<file path="config.mk">
export PLATFORM = sky130hd
export DESIGN_NAME = imm_extend_stage_flat
export DESIGN_NICKNAME = d
export VERILOG_FILES = /design/src/rtl/imm_extend_stage_if.sv /design/src/rtl/imm_extend_stage.sv /design/src/flat_wrapper.sv
export SDC_FILE = /design/constraint.sdc
export NUM_CORES = 1
export LEC_CHECK = 0
export CORE_ASPECT_RATIO = 2
export CORE_MARGIN = 2
export CORE_UTILIZATION = 47
export CTS_CLUSTER_DIAMETER = 50
export CTS_CLUSTER_SIZE = 10
export DETAILED_ROUTE_END_ITERATION = 8
export PLACE_DENSITY = 0.74
export SYNTH_ARGS = -nofsm -noshare
export SYNTH_HDL_FRONTEND = slang
export SYNTH_SLANG_ARGS = --single-unit
</file>
<file path="constraint.sdc">
create_clock -name clk -period 1.8 [get_ports clk]
set_clock_uncertainty 0.15 [all_clocks]
set_input_delay 0.36 -clock clk [delete_from_list [all_inputs] [get_ports clk]]
set_output_delay 0.36 -clock clk [all_outputs]
set_load 0.01 [all_outputs]
</file>
<file path="src/rtl/imm_extend_stage_if.sv">
// imm_extend_stage_if: valid/ready handshake bundle for the immediate-extension stage
interface imm_extend_stage_if #(
   parameter int IN_W  = 16,
   parameter int OUT_W = 32
);
   logic             in_valid;
   logic             in_ready;
   logic [IN_W-1:0]  in_imm;
   logic [1:0]       in_mode;
   logic             out_valid;
   logic             out_ready;
   logic [OUT_W-1:0] out_data;
   logic             out_ovf;
   modport master (
      output in_valid, in_imm, in_mode, out_ready,
      input  in_ready, out_valid, out_data, out_ovf
   );
   modport slave (
      input  in_valid, in_imm, in_mode, out_ready,
      output in_ready, out_valid, out_data, out_ovf
   );
endinterface

</file>
<file path="src/rtl/imm_extend_stage.sv">
// imm_extend_stage: registered immediate sign/zero/shift/upper extension with a skid buffer
module imm_extend_stage #(
   parameter int IN_W  = 16,
   parameter int OUT_W = 32,
   parameter int SHIFT = 2
) (
   input logic clk,
   input logic rst_n,
   input logic flush,
   imm_extend_stage_if.slave bus
);
   logic [OUT_W-1:0] sext, shl, res, main_data, skid_data;
   logic             ovf, main_valid, main_ovf, skid_valid, skid_ovf, accept, pop;
   always_comb begin
      sext = OUT_W'($signed(bus.in_imm));
      shl  = sext << SHIFT;
      ovf  = 1'b0;
      // any bit shifted out must equal the surviving sign bit
      for (int i = OUT_W - SHIFT; i < OUT_W; i++) ovf = ovf | (sext[i] ^ shl[OUT_W-1]);
      res = bus.in_mode[1] ? (bus.in_mode[0] ? OUT_W'(bus.in_imm) << (OUT_W - IN_W) : shl)
                           : (bus.in_mode[0] ? OUT_W'(bus.in_imm) : sext);
      ovf = ovf & (bus.in_mode == 2'b10);
   end
   assign bus.in_ready  = !skid_valid;
   assign bus.out_valid = main_valid;
   assign bus.out_data  = main_data;
   assign bus.out_ovf   = main_ovf;
   assign accept        = bus.in_valid && !skid_valid;
   assign pop           = main_valid && bus.out_ready;
   always_ff @(posedge clk or negedge rst_n) begin
      if (!rst_n) begin
         main_valid <= 1'b0;
         main_data  <= '0;
         main_ovf   <= 1'b0;
         skid_valid <= 1'b0;
         skid_data  <= '0;
         skid_ovf   <= 1'b0;
      end else if (flush) begin
         main_valid <= 1'b0;
         skid_valid <= 1'b0;
      end else if (skid_valid && pop) begin
         main_data  <= skid_data;
         main_ovf   <= skid_ovf;
         skid_valid <= 1'b0;
      end else if (accept && (!main_valid || pop)) begin
         main_valid <= 1'b1;
         main_data  <= res;
         main_ovf   <= ovf;
      end else if (accept) begin
         skid_valid <= 1'b1;
         skid_data  <= res;
         skid_ovf   <= ovf;
      end else if (pop) begin
         main_valid <= 1'b0;
      end
   end
endmodule
</file>
<file path="src/flat_wrapper.sv">
// flat-port wrapper written by rule: the top's interface ports become plain ports
module imm_extend_stage_flat 
#(
   parameter int IN_W  = 16,
   parameter int OUT_W = 32,
   parameter int SHIFT = 2
)
  (clk, rst_n, flush, bus_in_valid, bus_in_imm, bus_in_mode, bus_out_ready, bus_in_ready, bus_out_valid, bus_out_data, bus_out_ovf);
  imm_extend_stage_if #(.IN_W(IN_W), .OUT_W(OUT_W)) bus_i ();
  input logic clk;
  input logic rst_n;
  input logic flush;
  input wire logic [$bits(bus_i.in_valid)-1:0] bus_in_valid;
  input wire logic [$bits(bus_i.in_imm)-1:0] bus_in_imm;
  input wire logic [$bits(bus_i.in_mode)-1:0] bus_in_mode;
  input wire logic [$bits(bus_i.out_ready)-1:0] bus_out_ready;
  output wire logic [$bits(bus_i.in_ready)-1:0] bus_in_ready;
  output wire logic [$bits(bus_i.out_valid)-1:0] bus_out_valid;
  output wire logic [$bits(bus_i.out_data)-1:0] bus_out_data;
  output wire logic [$bits(bus_i.out_ovf)-1:0] bus_out_ovf;
  assign bus_i.in_valid = bus_in_valid;
  assign bus_i.in_imm = bus_in_imm;
  assign bus_i.in_mode = bus_in_mode;
  assign bus_i.out_ready = bus_out_ready;
  assign bus_in_ready = bus_i.in_ready;
  assign bus_out_valid = bus_i.out_valid;
  assign bus_out_data = bus_i.out_data;
  assign bus_out_ovf = bus_i.out_ovf;
  imm_extend_stage #(.IN_W(IN_W), .OUT_W(OUT_W), .SHIFT(SHIFT)) u_core (.clk(clk), .rst_n(rst_n), .flush(flush), .bus(bus_i));
endmodule
</file>
==> results of run 1 <==
-- state kept, by name, indices dropped and copies added (netlist names) --
register / count
u_core.skid_valid: 1
u_core.bus.out_valid: 1
u_core.skid_data: 32
u_core.bus.out_data: 32
-- synthesized netlist by cell type (4+ instances only) --
cell type and count:
dfrtp_1 66, a21oi_1 45, nand2_1 38, nor2_1 35
o21ai_1 30, mux2_2 15, a22oi_1 13, buf_2 11
mux2_4 10, buf_6 6, clkbuf_1 4, nand3_1 4
-- tightest hold or removal path: cells and delay by family --
kind            cells  cell delay (ps)
buf+inv             2              340
compound gates      1               60
-- layer usage --
layer	global-route usage, %	share of wire (%)
met1	31.26	40
met2	36.25	51
met3	5.863	5.6
met4	12.10	4.2
met5	0	0
-- area by class of cell --
| type | count | area, µm² |
|---|---|---|
| fill | 528 | 2033 |
| sequential | 66 | 1652 |
| multi-input combinational | 216 | 1385 |
| timing repair buffer | 101 | 1039 |
| clock buffer | 10 | 229.0 |
| tap | 88 | 110.1 |
| clock inverter | 6 | 57.56 |
| inverter | 3 | 11.26 |
-- power by group through the flow --
stage / Sequential [W] / Clock, W / Combinational [W]
floorplan: 0.00205 / 0 / 0.000447
global placement: 0.00199 / 0 / 0.00107
detailed placement: 0.00201 / 0 / 0.00110
CTS: 0.00199 / 0.00170 / 0.00115
global route: 0.00203 / 0.00178 / 0.00126
finish: 0.00199 / 0.00169 / 0.00117
-- timing repair --
item / 4_1_cts / 5_1_grt
cloned: 2 / 3
hold endpoints to repair: 66 / 0
buffers inserted: 5 / 0
hold buffers: 1 / 0
resized for setup: 19 / 14
setup endpoints to repair: 58 / 60
pin swaps: 1 / 3
-- how the worst max path moves through the flow --
stage | end | slack (ps) | depth (start not counted)
global placement | u_core.bus.out_data[29] | -640 | 5
global route | u_core.bus.out_data[7] | -70 | 6
floorplan | u_core.bus.out_data[14] | 20 | 4
finish | u_core.bus.out_data[25] | -30 | 6
detailed placement | u_core.bus.out_data[27] | -650 | 5
CTS | u_core.bus.out_data[28] | -5 | 6
-- cells by family after synthesis --
kind of cell | after synthesis | share of synthesized area [%]
AOI/OAI and AO/OA | 100 | 18.53
DFF | 66 | 53.16
and+or+nand+nor | 87 | 11.84
buffers and inverters | 25 | 5.034
other | 1 | 0.1207
muxes | 28 | 11.32
-- metrics by stage --
stage               TNS (ps)  power [W]  std cells  area (µm²)
floorplan                  0   0.002497        307        3107
global placement      -27500   0.003057        464        3945
detailed placement    -30430   0.003111        464        3945
CTS                   -4.647   0.004846        488        4369
global route          -347.5   0.005076        490        4483
finish                -45.64   0.004850        490        4483
==> flow_summary.json, run 1 <==
{
  "setup_viol": 4,
  "power.density_nw_per_um2": 1082,
  "hpwl_um": 5304,
  "drive_above_1_share_pct": 27.11,
  "worst_slack_ps": -31.67,
  "layout_common_cells": "66 x dfrtp_1, 48 x clkdlybuf4s50_1, 38 x nand2_1",
  "die_h_um": 119.0,
  "holdWs_ps": 328.8,
  "intPower_w": 0.003541,
  "syn_to_final_growth_pct": 44.30,
  "path_buf_inv": 2,
  "timing.rr.end": "u_core.bus.out_data[4]",
  "dieArea_um2": 7316,
  "crit_family": "buffers and inverters",
  "min_path_type": "in2reg",
  "netlist_area_um2": 3107,
  "cpMostUsedCell": "a21oi_1",
  "fin_crit_sh_pct": 101.8,
  "wl_per_cell_um": 17.95,
  "clockBufferDepth": 2,
  "synth_cell_types": 36,
  "fin_nets": 420,
  "hold_path_depth": 3,
  "clockPowerShare_pct": 34.8,
  "io_buffers": 56,
  "synth.area.top_cells": "dfrtp_1 53%, a21oi_1 7.2%, mux2_2 5.4%",
  "max_cap_viol_count": 0,
  "syn_inst": 307,
  "synth_edf_count": 0,
  "status": "finished with violations",
  "synthFlopType": "dfrtp_1",
  "start_kind": "input port",
  "slew_viol_final": 0,
  "seqPwrFrac_pct": 41.1,
  "initial_utilization_pct": 47.68,
  "critPathMaxStageDelay_ps": 460,
  "synth_top_area_share_pct": 53.16,
  "ys_warn_count": 0,
  "synth_area_leader_cell": "dfrtp_1",
  "grt_max_degree": 67,
  "max_freq_ghz": 0.5459,
  "final_common_cell": "dfrtp_1",
  "p_leak_nw": 2.081,
  "worstSetupPathType": "in2reg",
  "dr.pass1.iters": 4,
  "critPathSlowestCell": "clkdlybuf4s50_1",
  "ys_ff_latch": 66,
  "ir_drop_mv": 0.8856,
  "syn_nets": 330,
  "grt_pass1_wl_um": 13060,
  "arrival_ps": 1900,
  "grt_pass1_vias": 2802,
  "path_cells": "clkdlybuf4s50_1 > buf_4 > and2_4 > a21oi_1 > a21oi_1 > mux2_4",
  "combPwrFrac_pct": 24.1,
  "hold_end": "u_core.skid_valid",
  "vias": 2748,
  "antenna_cells": 0,
  "antenna_found_initial": 0,
  "clockRootBuffer": "clkbuf_16",
  "track_usage_pct": 24.04,
  "gp_congestion": 0.7886,
  "min-delay-start": "bus_out_ready",
  "cts_tree": "yes",
  "utilization_pct": 68.80,
  "fin_crit_ps": 1832,
  "ioPinCount": 58,
  "reg2regPathDepth": 5,
  "clock-sinks": 66,
  "end_kind": "flip-flop",
  "synthArstFlopShare_pct": 100.0,
  "crit_fanout": 14,
  "std_cell_rows": 42,
  "yosysSeqAreaShare_pct": 53.16,
  "cts_made_buffers": 9,
  "drt_iter0_drc": 179,
  "swShare_pct": 27.00,
  "clock_latency_ps": 340,
  "syn_avg_cell_area_um2": 10.12,
  "switchingPower_w": 0.001309,
  "place_ws_ps": -647.9,
  "core-area_um2": 6516,
  "wirelength_um": 8794,
  "path_clk_slew_ps": 50,
  "grt_overflow": 0,
  "crit_start": "bus_in_mode[1]",
  "reg2reg_setup_slack_ps": 40,
  "ant_nets": 0,
  "rsz0062_at_grt": "yes",
  "htreeDepth": 3,
  "routed_via_density": 5.608,
  "die_w_um": 61.49,
  "hold_violations": 0,
  "drc": 0,
  "r2r_start": "u_core.skid_valid",
  "violations": "setup timing",
  "crit_required_ps": 1870
}
No activity file was read; power rests on OpenSTA's default activity.
==> run 2: changes to the inputs <==
CTS_CLUSTER_DIAMETER = 80   (was 50)
==> results of run 2 <==
The final DEF is identical to that of run 1; final timing and power are the same.
==> edit, RTL diff (settings of run 1) <==
Make the reset (`rst_n`) synchronous in one clocked block.
--- a/src/rtl/imm_extend_stage.sv
+++ b/src/rtl/imm_extend_stage.sv
@@ -27,7 +27,7 @@
    assign bus.out_ovf   = main_ovf;
    assign accept        = bus.in_valid && !skid_valid;
    assign pop           = main_valid && bus.out_ready;
-   always_ff @(posedge clk or negedge rst_n) begin
+   always_ff @(posedge clk) begin
       if (!rst_n) begin
          main_valid <= 1'b0;
          main_data  <= '0;
Behaviour: differs if rst_n is asserted again (counterexample within 4 cycles, from zero or initial values and one cycle with rst_n low); with rst_n held inactive, the same outputs for 4 cycles.
==> edit against run 1 <==
- wire length fell by 4.7%
- area after synthesis fell by 11%
- setup slack improved by 0.053 ns
- via count rose by 0.91%
- maximum frequency rose by 3.0%
- sequential cell count did not move
- sequential share of layout area fell by 4.5 points
- worst hold slack got worse by 0.066 ns
- final area fell by 8.6%
- critical path depth fell by 5
Power is not compared: it rests on default switching activity, and its combinational part moved more than twofold at a synthesized area within 25%.
==> edit: results (changes against run 1) <==
Status: complete, no violations
DR WL met3: 505 um (+3.1%)
Routed vias/inst: 6.11 (+8.9%)
Sequential cell area fraction in the yosys report: 0.476 (-0.0559)
Critical path peak fanout: 2 (-12)
Dpl cell area: 0.00355 sq mm (-10%)
Pre-CTS setup slack: -0.575 ns (+0.0726 ns)
Gpl congestion: 0.824 (+4.4%)
Mapped Nets: 338 (+2.4%)
M3 GR Usage: 0.0526 (-0.00606)
Nets: 414 (-1.4%)
Syn avg cell area: 8.82 sq um (-13%)
Commonest cells in the netlist: dfxtp_1, nor2_1, a21oi_1
Post-synthesis mux area share: 0.0108 (-0.102)
Resize count post-CTS: 6 (-13)
Vias in the first global route: 2586 (-7.7%)
HPWL Detailed: 5070 um (-4.4%)
Router iterations before antenna repair: 5 (+1)
Synth unique cells: 28 (-22%)
Met1 Track Usage GR: 0.283 (-0.0296)
Avg WL per Cell: 18.5 um (+2.8%)
Share of layout cells above drive strength 1: 0.221 (-0.0498)
GR Util All Layers: 0.249 (+0.00912)
Iter 0 DRT Violations: 163 (-8.9%)
Global-route wire length before repair: 12400 um (-4.7%)
Largest net degree at the start of global routing: 57 (-15%)
Critical path arrival: 1.27 ns (-0.63 ns)
Synth area leaders: dfxtp_1, a22o_1, a21oi_1
[edit: cell types whose count changed after synthesis, moves of 10 or more]
| cell | delta |
|---|---|
| a211oi_1 | +26 |
| a22o_1 | +28 |
| clkbuf_1 | +11 |
| dfrtp_1 | -66 |
| dfxtp_1 | +66 |
| mux2_2 | -15 |
| mux2_4 | -10 |
| nand2_1 | -27 |
| nor2_1 | +25 |
| o21ai_1 | -30 |
[edit: final timing paths]
kind / startpoint / endpoint / slack, ns / cells after the start
max reg2reg: u_core.skid_valid / u_core.skid_data[15] / 0.07 / 6
min: bus_in_valid / u_core.skid_valid / 0.26 / 3
min reg2reg: u_core.skid_data[16] / u_core.skid_data[16] / 0.33 / 2
max: u_core.bus.out_data[11] / bus_out_data[11] / 0.02 / 1
[edit: area by class of cell]
cell class | count | area [sq um]
fill | 428 | 1610
multi-input combinational | 219 | 1470
sequential | 66 | 1320
timing repair buffer | 91 | 950
clock buffer | 13 | 260
tap | 61 | 76.3
inverter | 4 | 18.8
